===== src/rtl/uart_rx_cfg.sv =====
// uart_rx_cfg -- parametrised UART receiver with majority-vote sampling,
// framing/overrun detection and a valid/ready output handshake.
//
// Optional feature macro: UART_RX_PARITY_EN
//   defined   : one parity bit follows the data bits and is checked
//               against PARITY_ODD (0 = even, 1 = odd).
//   undefined : no parity bit in the frame, o_Parity_Err tied low.
//
// Ports:
//   i_Clock       system clock, rising edge
//   i_Reset       synchronous active-high reset
//   i_RX_Serial   asynchronous serial line, idle high
//   i_RX_Ready    consumer accepts the held word while o_RX_Valid is high
//   o_RX_Valid    a received word is held on o_RX_Byte
//   o_RX_Byte     received data, LSB first on the line
//   o_Frame_Err   a stop bit was sampled low (qualified by o_RX_Valid)
//   o_Parity_Err  parity mismatch (qualified by o_RX_Valid)
//   o_Overrun     sticky: a completed frame was dropped; cleared on handshake
//   o_Busy        receiver FSM is not idle
module uart_rx_cfg #(
  parameter int CLKS_PER_BIT = 868,
  parameter int DATA_BITS    = 8,
  parameter int STOP_BITS    = 1,
  parameter int PARITY_ODD   = 0
) (
  input  logic                 i_Clock,
  input  logic                 i_Reset,
  input  logic                 i_RX_Serial,
  input  logic                 i_RX_Ready,
  output logic                 o_RX_Valid,
  output logic [DATA_BITS-1:0] o_RX_Byte,
  output logic                 o_Frame_Err,
  output logic                 o_Parity_Err,
  output logic                 o_Overrun,
  output logic                 o_Busy
);

  localparam int CW  = $clog2(CLKS_PER_BIT);
  localparam int IW  = $clog2(DATA_BITS);
  localparam int MID = (CLKS_PER_BIT - 1) / 2;

  localparam logic [CW-1:0] CNT_S0   = CW'(MID - 1);
  localparam logic [CW-1:0] CNT_S1   = CW'(MID);
  localparam logic [CW-1:0] CNT_DEC  = CW'(MID + 1);
  localparam logic [CW-1:0] CNT_LAST = CW'(CLKS_PER_BIT - 1);
  localparam logic [IW-1:0] IDX_LAST = IW'(DATA_BITS - 1);
  localparam logic          STOP_LAST = (STOP_BITS == 2);

  if (CLKS_PER_BIT < 4 || DATA_BITS < 5 || DATA_BITS > 9 ||
      STOP_BITS < 1 || STOP_BITS > 2 || PARITY_ODD < 0 || PARITY_ODD > 1) begin : g_param_check
    $error("uart_rx_cfg: parameter out of range");
  end

  typedef enum logic [2:0] {
    IDLE,
    START,
    DATA,
`ifdef UART_RX_PARITY_EN
    PARITY,
`endif
    STOP
  } state_t;

  state_t state, state_n;

  logic [1:0]           sync_q;
  logic                 s_rx;
  logic [CW-1:0]        cnt;
  logic [IW-1:0]        bit_idx;
  logic                 stop_idx;
  logic                 samp_a, samp_b;
  logic                 maj;
  logic                 at_dec, at_last;
  logic [DATA_BITS-1:0] data_sr;
  logic                 frame_acc;
  logic                 parity_err_r;
  logic                 armed;

  logic store_bit, parity_chk, stop_chk, load_req;

  assign s_rx    = sync_q[1];
  assign at_dec  = (cnt == CNT_DEC);
  assign at_last = (cnt == CNT_LAST);
  // 2-of-3 vote over the samples at MID-1, MID and the live sample at MID+1
  assign maj     = (samp_a & samp_b) | (samp_a & s_rx) | (samp_b & s_rx);
  assign o_Busy  = (state != IDLE);

  always_ff @(posedge i_Clock) begin
    if (i_Reset) sync_q <= '1;
    else         sync_q <= {sync_q[0], i_RX_Serial};
  end

  always_ff @(posedge i_Clock) begin
    if (i_Reset) state <= IDLE;
    else         state <= state_n;
  end

  always_comb begin
    state_n    = state;
    store_bit  = 1'b0;
    parity_chk = 1'b0;
    stop_chk   = 1'b0;
    load_req   = 1'b0;
    case (state)
      IDLE: begin
        if (armed && !s_rx) state_n = START;
      end
      START: begin
        if (at_dec && maj)  state_n = IDLE;
        else if (at_last)   state_n = DATA;
      end
      DATA: begin
        if (at_dec) store_bit = 1'b1;
        if (at_last && bit_idx == IDX_LAST) begin
`ifdef UART_RX_PARITY_EN
          state_n = PARITY;
`else
          state_n = STOP;
`endif
        end
      end
`ifdef UART_RX_PARITY_EN
      PARITY: begin
        if (at_dec)  parity_chk = 1'b1;
        if (at_last) state_n = STOP;
      end
`endif
      STOP: begin
        if (at_dec) begin
          stop_chk = 1'b1;
          // Return on the last stop bit's decision so the next start edge
          // can be caught during the remaining half of the stop bit.
          if (stop_idx == STOP_LAST) begin
            load_req = 1'b1;
            state_n  = IDLE;
          end
        end
      end
      default: state_n = IDLE;
    endcase
  end

  always_ff @(posedge i_Clock) begin
    if (i_Reset) begin
      cnt       <= '0;
      bit_idx   <= '0;
      stop_idx  <= 1'b0;
      samp_a    <= 1'b1;
      samp_b    <= 1'b1;
      data_sr   <= '0;
      frame_acc <= 1'b0;
      armed     <= 1'b0;
    end else begin
      if (state == IDLE || state_n != state || at_last) cnt <= '0;
      else                                              cnt <= cnt + 1'b1;

      if (state != DATA)  bit_idx <= '0;
      else if (at_last)   bit_idx <= bit_idx + 1'b1;

      if (state != STOP)  stop_idx <= 1'b0;
      else if (at_last)   stop_idx <= 1'b1;

      if (cnt == CNT_S0) samp_a <= s_rx;
      if (cnt == CNT_S1) samp_b <= s_rx;

      if (store_bit) data_sr[bit_idx] <= maj;

      if (state == START)         frame_acc <= 1'b0;
      else if (stop_chk && !maj)  frame_acc <= 1'b1;

      // Arming tracks "line seen high since the last start edge", so a
      // frame ending in a low line starts one break frame and then waits
      // for the line to return high.
      if (state == IDLE && state_n == START) armed <= 1'b0;
      else if (s_rx)                         armed <= 1'b1;
    end
  end

`ifdef UART_RX_PARITY_EN
  always_ff @(posedge i_Clock) begin
    if (i_Reset)              parity_err_r <= 1'b0;
    else if (state == START)  parity_err_r <= 1'b0;
    else if (parity_chk)      parity_err_r <= maj ^ (^data_sr) ^ (PARITY_ODD != 0);
  end
`else
  assign parity_err_r = 1'b0;
`endif

  always_ff @(posedge i_Clock) begin
    if (i_Reset) begin
      o_RX_Valid   <= 1'b0;
      o_RX_Byte    <= '0;
      o_Frame_Err  <= 1'b0;
      o_Parity_Err <= 1'b0;
      o_Overrun    <= 1'b0;
    end else begin
      if (o_RX_Valid && i_RX_Ready) begin
        o_RX_Valid <= 1'b0;
        o_Overrun  <= 1'b0;
      end
      if (load_req) begin
        if (!o_RX_Valid || i_RX_Ready) begin
          o_RX_Valid   <= 1'b1;
          o_RX_Byte    <= data_sr;
          o_Frame_Err  <= frame_acc | ~maj;
          o_Parity_Err <= parity_err_r;
        end else begin
          o_Overrun <= 1'b1;
        end
      end
    end
  end

endmodule


===== config.mk =====
export PLATFORM = sky130hd
export DESIGN_NAME = uart_rx_cfg
export DESIGN_NICKNAME = d
export VERILOG_FILES = /design/src/rtl/uart_rx_cfg.sv
export SDC_FILE = /design/constraint.sdc
export NUM_CORES = 1
export LEC_CHECK = 0
export CAP_MARGIN = 20
export CORE_UTILIZATION = 51
export DETAILED_ROUTE_END_ITERATION = 16
export PLACE_DENSITY = 0.75
export SKIP_LAST_GASP = 1
export SLEW_MARGIN = 10
export SYNTH_ARGS = -nofsm -noshare
export SYNTH_HDL_FRONTEND = slang
export SYNTH_SLANG_ARGS = --single-unit

===== constraint.sdc =====
create_clock -name i_Clock -period 1.63 [get_ports i_Clock]
set_input_delay 0.489 -clock i_Clock [delete_from_list [all_inputs] [get_ports i_Clock]]
set_output_delay 0.489 -clock i_Clock [all_outputs]
set_load 0.02 [all_outputs]

* Word-level counts from Yosys, hierarchy flattened
Index checks and enable logic that the tools add are counted.
** Word-level totals
- Memories kept :: 0
- Output and inout bits :: 13
- Latch bits :: 0
- Memory bits (writable) :: 0
- ROM bits :: 0
- Bits of input ports :: 4
- Register bits :: 42
** Cells by class
- Equality and inequality tests :: 12
- Magnitude comparators :: 2
- Add/subtract/negate cells :: 2
- Bitwise logic cells :: 7
- Multipliers :: 0
- Shifts and indexed selects :: 0
- Div/mod/pow operators :: 0
- Multiplexer cells :: 22
- Reduce and logical (&&, ||, !) cells :: 21
** Operators with widths (number)
- $eq A10 B9 Y1 const B :: 3
- $mux W3 :: 6
- $mux W1 :: 13
- $pmux W3 S4 :: 1
- $add A10 B1 Y10 const B :: 1
- $eq A10 B10 Y1 const B :: 1
- $reduce_or A2 Y1 :: 5
- $bwmux W8 :: 1
- $logic_and A1 B1 Y1 :: 7
- $eq A3 B1 Y1 const B :: 2
- $eq A3 B2 Y1 const B :: 2
- $ne A3 B2 Y1 const B :: 2
- $lt A3 B4 Y1 const B :: 1
- $add A3 B1 Y3 const B :: 1
- $and A1 B1 Y1 :: 3
- $demux W1 S3 :: 1
- $eq A3 B3 Y1 const B :: 1
- $ge A3 B1 Y1 const B :: 1
- $logic_not A1 Y1 :: 3
- $logic_not A3 Y1 :: 1
- $logic_or A1 B1 Y1 :: 3
- $ne A3 B3 Y1 :: 1
- $or A1 B1 Y1 :: 3
- $reduce_bool A3 Y1 :: 1
- 2 further kinds :: 2

* Longest topological paths before layout
Gate-level depths: netlist of the first run.
- Word-level depth :: 10
- Mapped depth :: 7

* Worst setup path before layout of the first run
Ideal clock, no wire load.
- Kind :: register to register
- Start point :: reg cnt[0]
- End point :: reg state[0]
- Buffers on the path :: 0
- Clock period less this slack :: 1549 ps
- Path slack :: 81 ps
- Library setup time :: 132 ps
- Cell stages (with the launch flop) :: 6
- Data arrival time :: 1416 ps
- Required time :: 1498 ps
- Path through :: dfxtp_1 -> ha_1 -> and4bb_2 -> nand4_2 -> nand3_1 -> a31oi_1
** On the way
- Longest elaborated chain between the ends :: 4
- Elaborated cells on any way between the ends :: 9
** RTL lines
- from (decl) :: RTL line 68 : logic [CW-1:0] cnt;
- from (signal assigned) :: RTL line 155 : else cnt <= cnt + 1'b1;
- $eq A10 B10 Y1 or $eq A10 B9 Y1 (tied branches) :: RTL line 83, 82
- $mux W3 (tied with other cells) :: RTL line 110 : else if (at_last) state_n = DATA;
- $mux W3 (on tied branches) :: RTL line 109, 114
- $pmux W3 S4 (*) :: RTL line 104 : case (state)
- to (signal assigned) :: RTL line 95 : else state <= state_n;
- to (decl) :: RTL line 64 : state_t state, state_n;
Mark *: on every way between the ends. The rest lies on a longest branch, timed or not.
A chain may end at the register's enable or synchronous reset.

* Final worst setup path of the first run
- Start point :: reg state[1]
- End point :: out o_Busy
** On the way
- Longest elaborated chain between the ends :: 1
** RTL lines
- $reduce_bool A3 Y1 :: RTL line 86 : assign o_Busy = (state != IDLE);
- to (decl) :: RTL line 35 : output logic o_Busy
Every way passes these cells.

==> results of run 1 <==
-- state kept, by name, indices dropped and copies added, names as in the netlist, 2 cells and up --
register / cells
data_sr: 8
state: 3
sync_q: 2
bit_idx: 3
o_RX_Byte: 8
cnt: 10
-- routing by layer --
| layer | up-vias | share of wire | GRT usage |
|---|---|---|---|
| li1 | 851 | - | - |
| met5 | - | 0 | 0 |
| met4 | 0 | 0.017 | 0.0767 |
| met2 | 35 | 0.47 | 0.363 |
| met1 | 798 | 0.47 | 0.299 |
| met3 | 8 | 0.034 | 0.0598 |
-- through the flow --
stage               TNS [ns]  hold WS, ns  cell area [um2]   util  setup WS (ns)
finish                     0        0.413             2510  0.685        0.00700
global route          -0.169        0.421             2510  0.685        -0.0419
CTS                   -0.155        0.415             2440  0.666         -0.155
detailed placement     -3.05        0.394             2340  0.638         -0.231
global placement       -2.40        0.394             2340  0.638         -0.158
floorplan                  0        0.389             1950      -         0.0814
-- worst paths after layout --
path             start   endpoint  slack [ns]  cells after the start
max reg2reg     cnt[0]     cnt[5]        0.05                      6
max           state[1]     o_Busy       0.007                      2
min          sync_q[0]  sync_q[1]        0.41                      1
min reg2reg  sync_q[0]  sync_q[1]        0.41                      1
-- cell type report --
type | count | area [um2] | share of cell area
repair buffers | 47 | 378 | 0.151
inverters | 4 | 15.0 | 0.00599
clock inverters | 2 | 37.5 | 0.0150
well taps | 48 | 60.1 | 0.0240
multi-input cells | 156 | 1100 | 0.439
flip-flops and latches | 42 | 845 | 0.337
clock buffers | 6 | 72.6 | 0.0289
-- cell usage in the layout, fill, tap and decap left out, types with 4 or more instances in the layout --
cell / instances
mux2i_1: 6
inv_1: 4
clkbuf_8: 5
nor3_1: 11
nand4_1: 4
buf_4: 32
nor2_1: 9
o21ai_0: 4
ha_1: 5
o31ai_1: 4
o21ai_1: 8
nand3_1: 17
nand2b_1: 7
dfxtp_1: 39
nand2_1: 8
xnor2_1: 8
nor2b_1: 5
dlygate4sd2_1: 11
a21oi_1: 16
nor3b_1: 4
-- worst reg2reg max path, cell delays in order (launching register included) --
cell,delay (ns)
dfxtp_2,0.35
ha_1,0.22
and4bb_2,0.27
nand4_4,0.13
nand3_1,0.10
buf_4,0.19
a211oi_1,0.23
-- where the power goes --
group / internal [mW] / switching [mW]
sequential: 1.03 / 0.00506
clock: 0.457 / 0.362
combinational: 0.0292 / 0.0350
-- timing repair --
item	in CTS	in global routing
pin swaps	1	1
resized for setup	15	27
endpoints found under the setup margin	21	29
-- cells by family after synthesis --
kind of cell / after synthesis
simple gates: 88
compound gates: 44
flops: 42
buf+inv: 14
xor+xnor: 9
fa+ha+maj: 7
mux: 6
other cells: 1
==> metrics.txt, run 1 <==
most frequent cell after synthesis dfxtp_1; drt wl/cell about 14 um; max incr delay on CP 0.39 ns; Mapped Cells 211; first-pass GRT wire length 7160 um; GP Congestion slightly below 0.9; sequential element share of the synthesized area 0.433; Worst setup EP type primary output; P&R area growth vs syn 29.1%; Syn. warnings 0; Die Width ~64 um; post-DP HPWL 3080 um; Period minus WS final between 1.5 and 2 ns; setup repair after global routing missed its margin yes; worst-case clock skew roughly 0.0055 ns; post-DR vias/cell ~5.5; fmax 616 MHz; placed cells 297; Fillers 294; count of different cell masters after synthesis 42; vias after detailed routing between 1.5k and 2k; hold buffer count at cts 0; Fin. Hold Viols 0; Post-synth EDFFs 0; Max VDD drop 412 uV; post-synthesis xor/xnor area fraction 0.0406; largest family of logic cells by synthesized area simple AND/OR/NAND/NOR gates; DRC viols 0; Synth top cells by count 42 x dfxtp_1, 17 x nand3_1, 16 x a21oi_1; family with the most delay on the worst path simple AND/OR/NAND/NOR gates; Pins Over Slew Limit 0; gr usage total 0.229; Setup crit start kind flip-flop; mapped cell area ~1900 um2; Critical Path Fanout Max 2; Clock transition at path regs 0.08 ns; number of H-tree levels 2; compound-cell area share of the yosys netlist 0.137; CTS buffer count 5; Die Ht roughly 64 um; largest net degree at the start of global routing 27; Post-CTS Setup Bufs 0; post-route ant nets 0; DRT Wirelength approximately 4400 um; Power, Total between 1.5 and 2 mW; Adder-Cell Fraction of Synth Area 0.0438; Yosys top cell by area dfxtp_1; fraction of the cycle the final worst path needs 0.996; Synth top area share 0.433; outcome completed; Finished Layout Cells approximately 310; CTS tree built; vias in the first global route ~1.5k; IO Pins 17; Ant. Diodes 0; Final Setup Violations 0; DR pass1 iterations 4; crit-path cells or3_4, buf_6; share of post-route cells with drive strength above 1 0.241; GRT overflow 0; Buf+Inv Stages, Crit Path 1; I/O Buffers 15; syn_area_per_cell just over 9 um2; TritonCTS Sinks 42; Starting Density 0.530; dominant synthesized flop cell dfxtp_1; clk buf depth 2; Leakage 0.932 nW; share of synthesized flip-flops with an asynchronous set or reset 0; core box area between 3000 and 4000 um2; PwrDens 766 nW/um2; initial detailed-routing violation count 86; WS Path Type flip-flop to primary output; Final #Nets around 270; mux contribution to synthesized area 0.0309; die area 4060 um2; Root Buffer clkbuf_8; Max Cap Violations 0; #FFs+latches synth 42; Cell Rows 22; Crit-path slowest cell or3_4; simple-gate share of the synthesized area 0.274; initial antenna violation count 0; Clock Latency Late Sink around 0.30 ns; CP arrival 1.13 ns; top area cells in the synthesized netlist dfxtp_1 43%, nand3_1 4.4%, a21oi_1 4.1%; worst hold path type flip-flop to flip-flop; Req. time, crit path ~1.1 ns
Note: power is estimated with default switching activity, not from simulation.
==> inputs of run 2 (changes only) <==
SETUP_SLACK_MARGIN = 0.05   (was not set)
==> metrics.txt, run 2 (same netlist as run 1, synthesis figures left out) <==
max incr delay on CP 0.38 ns (was 0.39 ns); core box area 3660 um2 (unchanged); worst setup margin -0.0154 ns (was 0.00700 ns); GP Congestion 0.881 (unchanged); GRT overflow 0 (unchanged); die area 4060 um2 (unchanged); Crit-path slowest cell or3_4 (unchanged); Fin. Hold Viols 0 (unchanged); post-DR vias/cell 5.53 (was 5.55); Fillers 285 (was 294); P&R area growth vs syn 32.5% (was 29.1%); share of post-route cells with drive strength above 1 0.298 (was 0.241); Root Buffer clkbuf_8 (unchanged); drt wl/cell 15.2 um (was 14.5 um); Sequential Area 850 um2 (was 845 um2); fin util 0.703 (was 0.685); Placement Setup Slack -0.231 ns (unchanged); setup repair after global routing missed its margin yes (unchanged); Final Setup Violations 1 (was 0); first-pass GRT wire length 7330 um (was 7160 um); family with the most delay on the worst path simple AND/OR/NAND/NOR gates (unchanged); Die Ht 63.7 um (unchanged); Setup crit start kind flip-flop (unchanged); Leakage 0.946 nW (was 0.932 nW); initial detailed-routing violation count 107 (was 86); max reg flops 10 (unchanged); initial antenna violation count 0 (unchanged); Pins Over Slew Limit 0 (unchanged); DR pass1 iterations 4 (unchanged); worst r2r src cnt[0] (unchanged); CP arrival 1.16 ns (was 1.13 ns); worst hold path type flip-flop to flip-flop (unchanged); fraction of the cycle the final worst path needs 1.01 (was 0.996); I/O Buffers 15 (unchanged); commonest non-fill, non-tap cell in the layout dfxtp_1 (unchanged); footprint of the multi-input gates 1150 um2 (was 1100 um2); post-route ant nets 0 (unchanged); PwrDens 744 nW/um2 (was 766 nW/um2); Req. time, crit path 1.14 ns (about the same); Critical Path Fanout Max 2 (unchanged); gr usage total 0.234 (was 0.229); Min-Delay Endpoint sync_q[1] (unchanged); Starting Density 0.530 (unchanged); worst-case clock skew 0.00475 ns (was 0.00546 ns); Largest Register cnt (unchanged); hold_sp sync_q[0] (unchanged); Buf+Inv Stages, Crit Path 1 (unchanged); Period minus WS final 1.65 ns (was 1.62 ns); CTS buffer count 5 (unchanged); Final #Nets 267 (was 266); hold depth 1 (unchanged); fmax 608 MHz (was 616 MHz); largest registers cnt x10, data_sr x8, o_RX_Byte x8 (unchanged); Ant. Diodes 0 (unchanged); failing checks negative setup slack; Worst setup EP type primary output (unchanged); reg2reg path depth 7 (was 6); Clock transition at path regs 0.08 ns (about the same); Max VDD drop 411 uV (was 412 uV); WS Path Type flip-flop to primary output (unchanged); largest net degree at the start of global routing 27 (unchanged); Max Cap Violations 0 (unchanged); vias after detailed routing 1691 (was 1692); R2R Setup Slk 0.07 ns (was 0.05 ns); crit-path cells or3_4, buf_4 (was or3_4, buf_6); hold buffer count at cts 0 (unchanged); IO Pins 17 (unchanged); reg-to-reg critical path endpoint cnt[2] (was cnt[5]); Clock Latency Late Sink 0.30 ns (about the same); outcome finished with violations (was completed); Cell Rows 22 (unchanged); TritonCTS Sinks 42 (unchanged); DRT Wirelength 4640 um (was 4410 um); clk buf depth 2 (unchanged); vias in the first global route 1529 (was 1511); most frequent cells in the layout 39 x dfxtp_1, 33 x buf_4, 17 x nand3_1, 16 x a21oi_1, 11 x dlygate4sd2_1 (was 39 x dfxtp_1, 32 x buf_4, 17 x nand3_1, 16 x a21oi_1); number of H-tree levels 2 (unchanged); Die Width 63.7 um (unchanged); post-DP HPWL 3080 um (unchanged); CTS tree built (unchanged); DRC viols 0 (unchanged)
-- run 2: stage by stage --
step                      area (um2)  TNS [ns]  power [mW]  std cells  hold slack, ns
after global routing            2570   -0.0696        1.99        306           0.421
final                           2570   -0.0154        1.91        306           0.412
after detailed placement        2340     -3.05        1.12        297           0.394
after CTS                       2450    -0.155        1.93        305           0.415
after floorplan                 1950         0        1.09        212           0.389
after global placement          2340     -2.40        1.12        297           0.394
-- run 2: worst reg2reg max path, stage by stage (launching register included) --
cell,delay (ns)
dfxtp_4,0.37
inv_2,0.08
ha_4,0.16
nor4bb_1,0.29
nand4_1,0.16
nand3_1,0.13
buf_4,0.18
a211oi_2,0.08
-- run 2: repair_timing --
action | 4_1_cts | 5_1_grt
pin swaps | 1 | 4
gates resized for setup | 19 | 43
endpoints found under the setup margin | 30 | 32
buffers inserted | 0 | 1
-- run 2: metal layers --
metal | track usage | vias to the layer above | share of wire
met5 | 0 | - | 0
met4 | 0.0767 | 0 | 0.017
met3 | 0.0598 | 10 | 0.029
met2 | 0.376 | 31 | 0.49
met1 | 0.304 | 792 | 0.46
li1 | - | 858 | -
-- run 2: power by group --
group          switching, mW  total (mW)  internal (mW)  leakage, nW
Clock                  0.359       0.816          0.457       0.0514
Combinational         0.0351      0.0635         0.0284        0.553
Sequential           0.00526        1.03           1.03        0.342
Total                  0.399        1.91           1.51        0.946
-- run 2: final cells by class --
cell class	count	share of cell area
Timing Repair Buffer	48	0.150
Multi-Input combinational cell	156	0.448
Inverter	4	0.00583
Clock inverter	2	0.0146
Sequential cell	42	0.330
Clock buffer	6	0.0282
Tap cell	48	0.0233
-- run 2: how the worst max path moves through the flow --
stage / startpoint / to / slack [ns] / depth (start not counted)
floorplan: cnt[0] / state[0] / 0.08 / 5
CTS: state[0] / o_Busy / -0.16 / 2
global placement: i_RX_Ready / o_RX_Byte[4] / -0.16 / 4
detailed placement: i_RX_Ready / o_RX_Byte[5] / -0.23 / 4
global route: state[0] / o_Busy / -0.06 / 2
finish: state[0] / o_Busy / -0.02 / 2
